[src/rtl/phase_clockgen_pkg.sv]
// Shared types and helpers for the MCS-4 two-phase clock generator.
// Holds the controller state encoding and the elaboration-time clog2.
package phase_clockgen_pkg;

   typedef enum logic [1:0] {
      ST_HALT = 2'd0,
      ST_RUN  = 2'd1,
      ST_STEP = 2'd2
   } state_t;

   function automatic int clog2(input int value);
      int r;
      int v;
      r = 0;
      v = value - 1;
      while (v > 0) begin
         r = r + 1;
         v = v >> 1;
      end
      return r;
   endfunction

endpackage

[src/rtl/phase_clockgen_clkpulse.sv]
// Registered set/clear pulse generator keyed on the phase counter.
// Rises on the edge where cnt==START and falls on the edge where cnt==END.
module phase_clockgen_clkpulse #(
   parameter int START = 0,
   parameter int END   = 1,
   parameter int W     = 8
) (
   input  logic         clk,
   input  logic         rst_n,
   input  logic         en,
   input  logic [W-1:0] cnt,
   output logic         pulse
);

   localparam logic [W-1:0] START_W = W'(START);
   localparam logic [W-1:0] END_W   = W'(END);

   // Pulse register: set/clear on counter match, held otherwise
   always_ff @(posedge clk) begin
      if (!rst_n) begin
         pulse <= 1'b0;
      end else if (en && (cnt == START_W)) begin
         pulse <= 1'b1;
      end else if (en && (cnt == END_W)) begin
         pulse <= 1'b0;
      end else begin
         pulse <= pulse;
      end
   end

endmodule

[src/rtl/phase_clockgen.sv]
// Parametrised MCS-4 two-phase clock generator with run/halt/single-step
// control that starts and stops only on instruction-cycle boundaries.
module phase_clockgen
   import phase_clockgen_pkg::*;
#(
   parameter int SYSCLK_TCY   = 20,
   parameter int TPW          = 400,
   parameter int TD1          = 400,
   parameter int TD2          = 200,
   parameter int EXT_CLK_PROP = 0
) (
   input  logic       sysclk,
   input  logic       rst_n,
   input  logic       run,
   input  logic       step,
   output logic       clk1,
   output logic       clk2,
   output logic       clk1_ext,
   output logic       clk2_ext,
   output logic [2:0] phase,
   output logic       phase_strobe,
   output logic       running
);

   localparam int TCY        = TD1 + TPW + TD2 + TPW;
   localparam int CMAX       = TCY / SYSCLK_TCY - 1;
   localparam int W          = clog2(CMAX + 1);
   localparam int S_TPW      = TPW / SYSCLK_TCY;
   localparam int S_TD1      = TD1 / SYSCLK_TCY;
   localparam int S_TD2      = TD2 / SYSCLK_TCY;
   localparam int CLK1_START = S_TD2 - 1;
   localparam int CLK1_END   = CLK1_START + S_TPW;
   localparam int CLK2_START = CLK1_END + S_TD1;
   localparam int CLK2_END   = CLK2_START + S_TPW;

   localparam logic [W-1:0] CMAX_W = W'(CMAX);

   if (((TPW % SYSCLK_TCY) != 0) || ((TD1 % SYSCLK_TCY) != 0) ||
       ((TD2 % SYSCLK_TCY) != 0)) begin : g_bad_multiple
      $fatal(1, "phase_clockgen: TPW/TD1/TD2 must be multiples of SYSCLK_TCY");
   end
   if (S_TD2 < 1) begin : g_bad_td2
      $fatal(1, "phase_clockgen: TD2 must be at least one sysclk period");
   end
   if ((EXT_CLK_PROP < 0) || (EXT_CLK_PROP > CLK1_START)) begin : g_bad_ext
      $fatal(1, "phase_clockgen: EXT_CLK_PROP out of range");
   end

   state_t         state_r;
   logic [W-1:0]   clockdiv_r;
   logic           active;
   logic           at_max;
   logic           boundary;

   assign active   = (state_r != ST_HALT);
   assign at_max   = (clockdiv_r == CMAX_W);
   assign boundary = at_max && (phase == 3'd7);

   // Controller FSM plus subcycle counters; counters idle at zero in HALT
   always_ff @(posedge sysclk) begin
      if (!rst_n) begin
         state_r      <= ST_HALT;
         clockdiv_r   <= '0;
         phase        <= 3'd0;
         phase_strobe <= 1'b0;
         running      <= 1'b0;
      end else begin
         phase_strobe <= active && (clockdiv_r == '0);
         case (state_r)
            ST_HALT: begin
               clockdiv_r <= '0;
               phase      <= 3'd0;
               if (run) begin
                  state_r <= ST_RUN;
                  running <= 1'b1;
               end else if (step) begin
                  state_r <= ST_STEP;
                  running <= 1'b1;
               end else begin
                  state_r <= ST_HALT;
                  running <= 1'b0;
               end
            end
            ST_RUN, ST_STEP: begin
               if (at_max) begin
                  clockdiv_r <= '0;
                  phase      <= phase + 3'd1;
               end else begin
                  clockdiv_r <= clockdiv_r + W'(1);
                  phase      <= phase;
               end
               // Only the instruction-cycle boundary may change the state
               if (boundary && run) begin
                  state_r <= ST_RUN;
                  running <= 1'b1;
               end else if (boundary) begin
                  state_r <= ST_HALT;
                  running <= 1'b0;
               end else begin
                  state_r <= state_r;
                  running <= 1'b1;
               end
            end
            default: begin
               state_r    <= ST_HALT;
               clockdiv_r <= '0;
               phase      <= 3'd0;
               running    <= 1'b0;
            end
         endcase
      end
   end

   phase_clockgen_clkpulse #(.START(CLK1_START), .END(CLK1_END), .W(W)) u_clk1 (
      .clk(sysclk), .rst_n(rst_n), .en(active), .cnt(clockdiv_r), .pulse(clk1)
   );

   phase_clockgen_clkpulse #(.START(CLK2_START), .END(CLK2_END), .W(W)) u_clk2 (
      .clk(sysclk), .rst_n(rst_n), .en(active), .cnt(clockdiv_r), .pulse(clk2)
   );

   phase_clockgen_clkpulse #(
      .START(CLK1_START - EXT_CLK_PROP), .END(CLK1_END - EXT_CLK_PROP), .W(W)
   ) u_clk1_ext (
      .clk(sysclk), .rst_n(rst_n), .en(active), .cnt(clockdiv_r), .pulse(clk1_ext)
   );

   phase_clockgen_clkpulse #(
      .START(CLK2_START - EXT_CLK_PROP), .END(CLK2_END - EXT_CLK_PROP), .W(W)
   ) u_clk2_ext (
      .clk(sysclk), .rst_n(rst_n), .en(active), .cnt(clockdiv_r), .pulse(clk2_ext)
   );

endmodule

[config.mk]
export PLATFORM = sky130hd
export DESIGN_NAME = phase_clockgen
export DESIGN_NICKNAME = d
export VERILOG_FILES = /design/src/rtl/phase_clockgen_pkg.sv /design/src/rtl/phase_clockgen_clkpulse.sv /design/src/rtl/phase_clockgen.sv
export SDC_FILE = /design/constraint.sdc
export NUM_CORES = 1
export LEC_CHECK = 0
export CAP_MARGIN = 20
export CORE_UTILIZATION = 50
export CTS_CLUSTER_DIAMETER = 100
export DETAILED_ROUTE_END_ITERATION = 12
export MAX_ROUTING_LAYER = met4
export PLACE_DENSITY = 0.85
export SYNTH_ARGS = -nofsm -noshare
export SYNTH_HDL_FRONTEND = slang
export SYNTH_HIERARCHICAL = 1
export SYNTH_SLANG_ARGS = --single-unit
[constraint.sdc]
create_clock -name sysclk -period 1.8 [get_ports sysclk]
set_input_delay 0.36 -clock sysclk [delete_from_list [all_inputs] [get_ports sysclk]]
set_output_delay 0.36 -clock sysclk [all_outputs]
set_load 0.1 [all_outputs]
Word level (Yosys, flattened, before mapping)
Index checks and enable logic that the tools add are counted.
{"block": "word_totals", "out_inout_bits": 9, "reg_bits": 16, "elab_cells": 48}
{"block": "classes", "bitwise_logic": 2, "n_reduce_logical": 15, "n_eq_ne": 8, "add_sub_neg": 2, "n_mux": 14}
{"op": "1-bit 2-to-1 mux", "count": 8}
{"op": "2-bit 2-to-1 mux", "count": 4}
{"op": "7-bit by 1-bit adder with 7-bit output, second input constant", "count": 1}
{"op": "7-bit by 4-bit equality test with 1-bit output, second input constant", "count": 1}
{"op": "7-bit by 5-bit equality test with 1-bit output, second input constant", "count": 1}
{"op": "7-bit by 6-bit equality test with 1-bit output, second input constant", "count": 1}
{"op": "7-bit equality test, second input constant", "count": 1}
{"op": "1-bit logical AND", "count": 7}
{"op": "7-bit zero test", "count": 1}
{"op": "2-bit nonzero test", "count": 3}
{"op": "2-bit case mux with 2 select lines", "count": 1}
{"op": "3-bit by 1-bit adder with 3-bit output, second input constant", "count": 1}
{"op": "3-bit equality test, second input constant", "count": 1}
{"op": "3-bit inequality test, second input constant", "count": 1}
{"op": "3-bit OR reduction", "count": 1}
{"op": "2-bit by 1-bit equality test with 1-bit output, second input constant", "count": 1}
{"op": "2-bit equality test, second input constant", "count": 1}
{"op": "2-bit zero test", "count": 1}
{"op": "1-bit NOT", "count": 2}
{"op": "1-bit case mux with 2 select lines", "count": 1}
{"op": "2-bit AND reduction", "count": 1}
{"op": "2-bit OR reduction", "count": 1}

Logic depth before layout (Yosys ltp)
{"block": "logic_depth", "word_depth": 5, "depth_mapped": 6, "ltp_nobuf": 6}

Modules after synthesis
The synthesis kept the hierarchy.
{"mod": "phase_clockgen", "n_inst": 1, "area_per_inst_um2": 665.6, "seq_area_each_um2": 280.3, "cells_per_inst": 76}
{"mod": "phase_clockgen_clkpulse (u_clk1 ...)", "n_inst": 2, "area_per_inst_um2": 72.6, "seq_area_each_um2": 20.0, "cells_per_inst": 8}
{"mod": "phase_clockgen_clkpulse (u_clk2 ...)", "n_inst": 2, "area_per_inst_um2": 62.6, "seq_area_each_um2": 20.0, "cells_per_inst": 7}

Worst setup path before layout
No wires, ideal clock.
{"block": "synth_path", "kind": "register -> register", "from": "register phase[0]", "to": "register state_r[0]", "setup_ps": 121, "n_path_buf": 0, "path_stages_with_launch": 6, "synth_period_minus_slack_ps": 2103, "arrival_ps": 1982, "path_slack_ps": -303, "cell_sequence": "dfxtp_1 -> ha_1 -> ha_1 -> nand4_1 -> o21ai_2 -> mux2_2"}
{"block": "synth_via", "elab_chain_cells": 5, "elab_cells_between_ends": 6}
{"item": "start, declared", "line": "phase_clockgen.sv:20", "text": "output logic [2:0] phase,"}
{"item": "start signal, assigned", "line": "phase_clockgen.sv:87", "text": "phase <= phase + 3'd1;"}
{"item": "start signal, assigned", "line": "phase_clockgen.sv:90", "text": "phase <= phase;"}
{"item": "3-bit equality test (*)", "line": "phase_clockgen.sv:57", "text": "assign boundary = at_max && (phase == 3'd7);"}
{"item": "1-bit logical AND (*)", "line": "phase_clockgen.sv:57"}
{"item": "1-bit logical AND", "line": "phase_clockgen.sv:93", "text": "if (boundary && run) begin"}
{"item": "2-bit 2-to-1 mux", "line": "phase_clockgen.sv:93"}
{"item": "2-bit case mux with 2 select lines", "line": "phase_clockgen.sv:69", "text": "case (state_r)"}
{"item": "end signal, assigned", "line": "phase_clockgen.sv:100", "text": "state_r <= state_r;"}
{"item": "end, declared", "line": "phase_clockgen.sv:49", "text": "state_t state_r;"}
Mark *: on every way between the ends. The rest lies on a longest branch, timed or not.
A chain may end at the register's enable or synchronous reset.

Final worst setup path
{"block": "layout_path", "from": "register state_r[1]", "to": "register u_clk2_ext.pulse"}
{"block": "layout_via", "elab_chain_cells": 3, "elab_cells_between_ends": 5}
{"item": "2-bit nonzero test (*)", "line": "phase_clockgen.sv:55", "text": "assign active = (state_r != ST_HALT);"}
{"item": "via active", "line": "phase_clockgen.sv:51", "text": "logic active;"}
{"item": "1-bit logical AND (on tied branches)", "line": "phase_clockgen_clkpulse.sv:22, phase_clockgen_clkpulse.sv:24"}
{"item": "1-bit 2-to-1 mux / 2-bit nonzero test (equally long branches)"}
{"item": "end signal, assigned", "line": "phase_clockgen_clkpulse.sv:27", "text": "pulse <= pulse;"}
{"item": "end, declared", "line": "phase_clockgen_clkpulse.sv:12", "text": "output logic pulse"}
Mark *: on every way through the listed nets, which the timed path passes. The rest lies on a longest branch.

==> results.tsv <==
metric	value	unit
num-fill-cells	145	
power_leakage	0.463	nW
wirelength	1.98	mm
hold_ws	0.498	ns
initialDrtViolationCount	11	
detail_route.first_pass.iterations	4	
ctsHoldBuffers	0	
layout-drive-gt1-share	21.0	%
crit_path_end_kind	flip-flop	
cp.required	2.03	ns
run_status	finished, final reports clean	
fmax	603	MHz
seq_area_frac_synth	38.5	%
design_area	1240	um2
io_pins	13	
area_growth_syn_to_layout	32.1	%
critical_path.max_fanout	6	
ys_ff_latch	18	
routabilityCongestion	0.843	
dpl_worst_slack	0.193	ns
detailed_place_hpwl	1.42	mm
vias_per_cell	5.81	
yosys.area.top_type	dfxtp_1	
remaining_drc_errors	0	
via_count	866	
ff_latch_area	364	um2
netlist_area	936	um2
post_cts_buffers	0	
rows	15	
grt-ovfl-total	0	
antenna_found_initial	0	
avgSynthCellArea	8.83	um2
cts-root-buf	clkbuf_4	
wire_per_inst	13.3	um
timing_worst_setup_path_type	flip-flop to flip-flop	
path_clk_slew	0.10	ns
synth_cell_types	30	
dieArea	2050	um2
setup_tns	0	ns
nets	136	
core_area	1750	um2
grt_pass1_vias	805	
multi_input_area	542	um2
synth.area.top_cells	dfxtp_1, ha_1, a21oi_1	
setup_violations	0	
cts_buffers	3	
n_antenna_cell	0	
grt_max_degree	16	
hold_viol_final	0	
cts.sinks	18	
cts_tree	yes	
initial_utilization	53.6	%
power-per-cell-area	696	nW/um2
place_area	1200	um2
ant_nets	0	
die_y	45.3	um
die_x	45.3	um
min_period	1.66	ns
tightestPinTransition	0.501	ns
final_max_slew_viol_count	0	
worstPathArrival	1.89	ns
htreeDepth	1	
clk_path_buf_depth	2	
maxSlewHeadroom	66.6	%
grt_use_total	22.1	%
finalClockSkew	0.00624	ns
hold_class	flip-flop to flip-flop	
yosysWarnings	6	
setup_ws	0.143	ns
port_buffers	12	
peakVddDrop	0.508	mV
syn_inst	106	
clock_latency	0.29	ns
grt_first_pass_wirelength	3.24	mm
rsz0062_at_grt	no	
finalCritPeriodShare	92.1	%
finalPower	0.000861	W
start_kind	flip-flop	
yosys.area.top_type_share	38.5	%
cts-resized-gates	0	
maxCapViolCount	0	
syn_nets	117	
-- final cells by class --
type                    count  share of cell area, %
clock buffers               4                   2.94
repair buffers             15                   18.8
multi-input cells          79                   43.8
flip-flops and latches     18                   29.5
well taps                  25                   2.53
inverters                   8                   2.43
-- metal layers --
metal  track usage (%)  wire [um]
met5                 -          0
met2              36.5        970
met4              8.48         15
met1              26.8        897
met3              3.60         92
-- through the flow --
stage,util [%],std cells
2_1_floorplan,-,106
3_3_place_gp,68.7,145
3_5_place_dp,68.7,145
4_1_cts,70.8,149
5_1_grt,70.8,149
6_report,70.8,149
-- critical path, cell delays in order (launching register included) --
cell	delay [ns]
dfxtp_1	0.38
inv_1	0.06
ha_1	0.21
inv_1	0.16
nand4bb_1	0.16
or4_1	0.51
a21boi_1	0.13
-- power by group --
group / internal, W / leakage [nW] / switching (W) / total (W)
clock network: 0.000123 / 0.0210 / 0.000122 / 0.000245
logic: 0.0000725 / 0.295 / 0.000111 / 0.000183
registers: 0.000414 / 0.147 / 0.0000184 / 0.000433
total: 0.000610 / 0.463 / 0.000251 / 0.000861
-- final timing paths --
path,start,slack (ns),to,cells past startpoint
max,state_r[1],0.14,u_clk2_ext/pulse,6
min,state_r[1],0.50,state_r[1],2
max reg2reg,state_r[1],0.14,u_clk2_ext/pulse,6
min reg2reg,state_r[1],0.50,state_r[1],2
-- cells in the mapped netlist, drive strengths merged --
cell,n
o21ai,7
mux2i,1
nor2,9
xnor2,1
nor4b,2
nand4bb,2
dfxtp,18
mux2,1
a21o,1
nor3,2
o41ai,2
xor2,2
a31oi,3
and4,2
or4,2
nand2,9
or3,5
nand4,1
ha,7
inv,8
clkbuf,1
a21boi,2
nand3,6
a21oi,7
nand2b,1
and2,1
o31a,2
and3,1
-- registers in the layout, summed over array words and instances, names as in the netlist --
name and flops:
u_clk1_ext/pulse 1, u_clk2/pulse 1, phase 3, phase_strobe 1, running 1, clockdiv_r 7, u_clk1/pulse 1, u_clk2_ext/pulse 1
state_r 2
-- kinds of logic after synthesis --
group / count (synthesis) / synth area share [%]
compound gates: 24 / 16.0
xor+xnor: 3 / 2.81
fa+ha+maj: 7 / 9.36
buf+inv: 9 / 3.61
flops: 18 / 38.5
mux: 2 / 2.27
simple gates: 43 / 27.4
-- cell usage in the layout (no fill, tap or decap), types with 4 or more instances in the layout --
cell type  count
a21oi_1        7
nand2_1        9
nand3_1        6
inv_1          8
nor2_1         9
buf_12         9
or3_1          4
o21ai_0        6
ha_1           7
dfxtp_1       15
Power figures use the tool's default switching activity.
